### src/rtl/dpram_march_bist.sv
// March-style BIST initiator for one port of dual_port_ram.
// Up-write/up-read, then complement down-write/down-read, with first-fail capture.
module dpram_march_bist #(
  parameter int                    ADDR_WIDTH   = 8,
  parameter int                    DATA_WIDTH   = 8,
  parameter logic [DATA_WIDTH-1:0] PATTERN      = 8'hA5,
  parameter int                    READ_LATENCY = 1
) (
  input  logic                  clk,
  input  logic                  rst_n,
  input  logic                  start,
  input  logic [DATA_WIDTH-1:0] ram_data_out,
  output logic [ADDR_WIDTH-1:0] ram_address,
  output logic [DATA_WIDTH-1:0] ram_data_in,
  output logic                  ram_write_enable,
  output logic                  ram_output_enable,
  output logic                  busy,
  output logic                  done,
  output logic                  pass,
  output logic [7:0]            err_count,
  output logic [ADDR_WIDTH-1:0] err_addr,
  output logic [DATA_WIDTH-1:0] err_data
);

  localparam logic [ADDR_WIDTH-1:0] AMAX  = '1;
  localparam logic [1:0]            LLAST = 2'(READ_LATENCY - 1);

  typedef enum logic [2:0] {
    IDLE, W_UP, R_UP, DRAIN_UP,
    W_DOWN, R_DOWN, DRAIN_DOWN, DONE
  } state_e;

  typedef struct packed {
    logic                  v;
    logic [ADDR_WIDTH-1:0] a;
    logic [DATA_WIDTH-1:0] e;
  } rd_t;

  state_e                state_q, state_d;
  logic [ADDR_WIDTH-1:0] addr_q, addr_d;
  logic [1:0]            lat_q, lat_d;
  rd_t                   pipe_q [READ_LATENCY];
  rd_t                   pipe_d [READ_LATENCY];
  logic [7:0]            cnt_q, cnt_d;
  logic [ADDR_WIDTH-1:0] eaddr_q, eaddr_d;
  logic [DATA_WIDTH-1:0] edata_q, edata_d;
  logic                  pass_q, pass_d;

  logic                  accept;
  logic                  lat_last;
  logic                  rd_issue;
  logic                  mism;
  logic [DATA_WIDTH-1:0] pat;

  assign pat      = PATTERN ^ DATA_WIDTH'(addr_q);
  assign accept   = start && (state_q == IDLE || state_q == DONE);
  assign lat_last = (lat_q == LLAST);
  assign rd_issue = (state_q == R_UP) || (state_q == R_DOWN);
  assign mism     = pipe_q[READ_LATENCY-1].v &&
                    (ram_data_out != pipe_q[READ_LATENCY-1].e);

  always_ff @(posedge clk or negedge rst_n) begin
    if (!rst_n) begin
      state_q <= IDLE;
      addr_q  <= '0;
      lat_q   <= '0;
      cnt_q   <= '0;
      eaddr_q <= '0;
      edata_q <= '0;
      pass_q  <= 1'b0;
      for (int i = 0; i < READ_LATENCY; i++) pipe_q[i] <= '0;
    end else begin
      state_q <= state_d;
      addr_q  <= addr_d;
      lat_q   <= lat_d;
      cnt_q   <= cnt_d;
      eaddr_q <= eaddr_d;
      edata_q <= edata_d;
      pass_q  <= pass_d;
      for (int i = 0; i < READ_LATENCY; i++) pipe_q[i] <= pipe_d[i];
    end
  end

  always_comb begin
    state_d = state_q;
    unique case (state_q)
      IDLE, DONE: if (start) state_d = W_UP;
      W_UP:       if (addr_q == AMAX) state_d = R_UP;
      R_UP:       if (addr_q == AMAX) state_d = DRAIN_UP;
      DRAIN_UP:   if (lat_last) state_d = W_DOWN;
      W_DOWN:     if (addr_q == '0) state_d = R_DOWN;
      R_DOWN:     if (addr_q == '0) state_d = DRAIN_DOWN;
      DRAIN_DOWN: if (lat_last) state_d = DONE;
      default:    state_d = IDLE;
    endcase
  end

  // Address never wraps inside a phase; phase entry reloads it.
  always_comb begin
    addr_d = addr_q;
    lat_d  = '0;
    unique case (state_q)
      IDLE, DONE: addr_d = '0;
      W_UP:
        addr_d = (addr_q == AMAX) ? '0 : addr_q + 1'b1;
      R_UP:
        if (addr_q != AMAX) addr_d = addr_q + 1'b1;
      DRAIN_UP: begin
        lat_d = lat_last ? 2'd0 : lat_q + 2'd1;
        if (lat_last) addr_d = AMAX;
      end
      W_DOWN:
        addr_d = (addr_q == '0) ? AMAX : addr_q - 1'b1;
      R_DOWN:
        if (addr_q != '0) addr_d = addr_q - 1'b1;
      DRAIN_DOWN:
        lat_d = lat_last ? 2'd0 : lat_q + 2'd1;
      default: ;
    endcase
  end

  always_comb begin
    pipe_d[0].v = rd_issue;
    pipe_d[0].a = addr_q;
    pipe_d[0].e = (state_q == R_DOWN) ? ~pat : pat;
    for (int i = 1; i < READ_LATENCY; i++) pipe_d[i] = pipe_q[i-1];
  end

  always_comb begin
    cnt_d   = cnt_q;
    eaddr_d = eaddr_q;
    edata_d = edata_q;
    pass_d  = pass_q;
    if (accept) begin
      cnt_d   = '0;
      eaddr_d = '0;
      edata_d = '0;
      pass_d  = 1'b0;
    end else begin
      if (mism) begin
        if (cnt_q != 8'hFF) cnt_d = cnt_q + 8'd1;
        if (cnt_q == 8'h00) begin
          eaddr_d = pipe_q[READ_LATENCY-1].a;
          edata_d = ram_data_out;
        end
      end
      if (state_q == DRAIN_DOWN && lat_last) pass_d = (cnt_d == 8'h00);
    end
  end

  always_comb begin
    ram_address       = '0;
    ram_data_in       = '0;
    ram_write_enable  = 1'b0;
    ram_output_enable = 1'b0;
    busy              = 1'b0;
    done              = 1'b0;
    unique case (state_q)
      IDLE: ;
      W_UP: begin
        ram_address      = addr_q;
        ram_data_in      = pat;
        ram_write_enable = 1'b1;
        busy             = 1'b1;
      end
      R_UP, R_DOWN: begin
        ram_address       = addr_q;
        ram_output_enable = 1'b1;
        busy              = 1'b1;
      end
      DRAIN_UP, DRAIN_DOWN: begin
        ram_address = addr_q;
        busy        = 1'b1;
      end
      W_DOWN: begin
        ram_address      = addr_q;
        ram_data_in      = ~pat;
        ram_write_enable = 1'b1;
        busy             = 1'b1;
      end
      DONE: done = 1'b1;
      default: ;
    endcase
  end

  assign pass      = pass_q;
  assign err_count = cnt_q;
  assign err_addr  = eaddr_q;
  assign err_data  = edata_q;

endmodule

### config.mk
export PLATFORM = sky130hd
export DESIGN_NAME = dpram_march_bist
export DESIGN_NICKNAME = d
export VERILOG_FILES = /design/src/rtl/dpram_march_bist.sv
export SDC_FILE = /design/constraint.sdc
export NUM_CORES = 1
export LEC_CHECK = 0
export ABC_AREA = 1
export BUFFER_PORTS_ARGS = -buffer_cell sky130_fd_sc_hd__buf_2
export CAP_MARGIN = 10
export CORE_MARGIN = 2
export CORE_UTILIZATION = 40
export DETAILED_ROUTE_END_ITERATION = 8
export PLACE_DENSITY_LB_ADDON = 0.1
export SYNTH_ARGS = -nofsm -noshare
export SYNTH_HDL_FRONTEND = slang
export SYNTH_SLANG_ARGS = --single-unit
### constraint.sdc
create_clock -name clk -period 5.4 [get_ports clk]
set_input_delay 0.54 -clock clk [delete_from_list [all_inputs] [get_ports clk]]
set_output_delay 0.54 -clock clk [all_outputs]
set_load 0.02 [all_outputs]
==> metrics.txt <==
GR Util met2=0.3058; Crit Path Category=reg2out; area grow syn2layout=14.01%; crit-path cells=ha_1 -> inv_1 -> nor2_1 -> inv_1 -> nand3_1 -> inv_1 -> nor2_1 -> buf_2; number of DRC markers in iteration 0=between 100 and 150; Net Sw Power=roughly 1.1 mW; count of hold buffers inserted by post-cts repair=0; CP max stage delay=0.42 ns; CTS tree=done; post-synthesis net count=roughly 440; CORE AREA=7767 um^2; Reg clk slew, reported paths=about 0.11 ns; DRC viols=0; P_int=~1.1 mW; I/O pin count=56; Clock power frac=0.116; Vias=~2,800; Setup Total Neg Slack=0 ns; worst r2r path cells=10; post-CTS setup buffer count=0; synth unique cells=37; Filler Cell Count=~800; CP max FO=8; slowest CP cell=dfrtp_1; finished layout cell area=between 3000 and 4000 um^2; Worst Skew=0.01277 ns; P per Cell Area=roughly 590 nW/um^2; fmax=368.5 MHz; most used cell, CP=inv_1; Comb power frac=0.561; largest net degree at the start of global routing=between 50 and 60; port bufs=between 50 and 60; first-pass GRT wire length=13,030 um; Seq/Total Area, Yosys=0.4280; total grt overflow=0; most frequent cells in the layout=nand2_1 (82), inv_1 (63), dfrtp_1 (55), buf_2 (55); final count of pins violating max slew=0; VDD IR max=0.0002785 V; first-pass iteration count of the detailed router=4; Final min period=2.713 ns; Routed WL=~7700 um; Die Y=approximately 94 um; FF+latch count, synth=55; Critical Path AT=approximately 2.2 ns; hpwl dp=between 5000 and 6000 um; Worst setup EP type=output port; R2R setup slack=3.19 ns; NumNets Final=about 490; post_cts resized=0; GR Util met3=0.03050; die width=roughly 94 um; Die ar.=just under 9000 um^2; RR Startpoint=state_q[1]; Post-DRT Antenna Nets=0; Crit path required time=between 4 and 5 ns; total CTS buffers=5; Fin. Hold Viols=0; GR peak layer=met2; initial antenna violation count=0; outcome=finished clean; Tcrit/Tclk final=0.5025; CTS max path bufs=2; top cells by area, synth=dfrtp_1 (43%), nand2_1 (9.6%), inv_1 (7.4%), o21ai_0 (6.1%), nand3_1 (5.6%); RR Endpoint=addr_q[6]; leading area contributor after synthesis=dfrtp_1; sw frac=0.5066; worst min-delay path class=in2async; share of the synthesized area in the top cell type=0.4280; max_slew headroom=0.5300; Synth Cell Area=between 3000 and 4000 um^2; CTS sink cnt=55; YS warnings=0; Avg WL per Cell=around 13 um; # setup viols final=0; most common cell after layout, fill and taps aside=nand2_1; GRT Total Usage=0.1889; diodes inserted=0; GP Congestion=roughly 0.91; clk root buf=clkbuf_8; vias in the first global route=roughly 2,700; Starting Density=0.4140; Max Cap Viol=0; Reg power frac=0.323; # rows=32; H-tree levels=2; RSZ-0062 raised after global routing=false; average vias per placed instance=4.883; Avg Cell Area, Syn=a little under 8 um^2; Worst-Skew Late Latency=roughly 0.32 ns; Synth Instances=between 400 and 500; Pleak=~1.9 nW; Cell Area, Placed=approximately 3600 um^2; CP Launch Type=flip-flop; share of cells above drive strength 1=0.1723; met1 usage=0.2581; worst-margin pin slew=0.7051 ns
==> logic make-up after synthesis <==
logic type               after synthesis  share of synthesized area
AO/OA/AOI/OAI                         73                     0.1311
XOR/XNOR                              22                    0.05992
adder cells (fa/ha/maj)               11                    0.04280
buffers and inverters                 79                    0.09883
flip-flops                            55                     0.4280
AND/OR/NAND/NOR                      177                     0.2393
==> cells in the mapped netlist (all sizes together) <==
library cell,number
xnor2,7
nor3,4
o221ai,1
o21bai,1
clkinv,1
ha,11
nand4,3
inv,67
and3,1
nand2,89
xor2,15
o21ai,45
a21oi,16
o22ai,6
dfrtp,55
a31oi,1
buf,8
clkbuf,3
o2111ai,1
nand3,36
nor2,40
nor3b,1
nand3b,3
o31ai,2
==> power groups by stage <==
stage,registers (mW),logic (mW),clock network (mW)
2_1_floorplan,0.729,0.870,0
3_3_place_gp,0.701,1.21,0
3_5_place_dp,0.706,1.21,0
4_1_cts,0.696,1.22,0.262
5_1_grt,0.720,1.37,0.276
6_report,0.694,1.21,0.249
==> final cells by class <==
cell class / count / area [um^2] / area share
Multi-Input combinational cell: 283 / 1521 / 0.4150
Sequential cell: 55 / 1376 / 0.3754
Timing Repair Buffer: 56 / 282.8 / 0.07713
Inverter: 68 / 255.2 / 0.06962
Tap cell: 102 / 127.6 / 0.03481
Clock buffer: 5 / 68.82 / 0.01877
Clock inverter: 3 / 33.78 / 0.009215
==> sequential cells by signal, indices dropped and copies added, names as in the netlist <==
name       flops
err_count      8
state_q        3
err_data       8
err_addr       8
lat_q          2
pass           1
addr_q         8
pipe_q        17
==> routing by layer <==
layer	part of all wire	up-vias
li1	-	1435
met1	0.47	1289
met2	0.47	59
met3	0.045	10
met4	0.015	0
met5	0	-
==> worst max path at each step <==
stage | startpoint | endpoint | depth (start not counted)
final | state_q[1] | ram_address[0] | 8
after global routing | state_q[1] | ram_address[7] | 8
after CTS | state_q[1] | ram_address[0] | 8
after detailed placement | state_q[1] | ram_address[0] | 8
after global placement | state_q[0] | ram_address[0] | 8
after floorplan | state_q[1] | ram_address[0] | 7
==> through the flow <==
step	cells	worst slack [ns]	hold WS (ns)	util	total power, mW
after detailed placement	564	3.018	0.4610	0.4588	1.919
after global placement	564	3.027	0.4411	0.4588	1.914
final	572	2.687	0.3323	0.4720	2.150
after floorplan	417	3.222	0.2444	-	1.600
after global routing	572	2.474	0.4072	0.4720	2.365
after CTS	572	2.653	0.3618	0.4720	2.177
==> critical path: cells and delay by family, from the launching register on <==
| family | cells | cell delay (ns) |
|---|---|---|
| flops | 1 | 0.42 |
| fa+ha+maj | 1 | 0.19 |
| simple gates | 3 | 0.68 |
| buf+inv | 4 | 0.58 |
(Power assumes the default switching activity.)
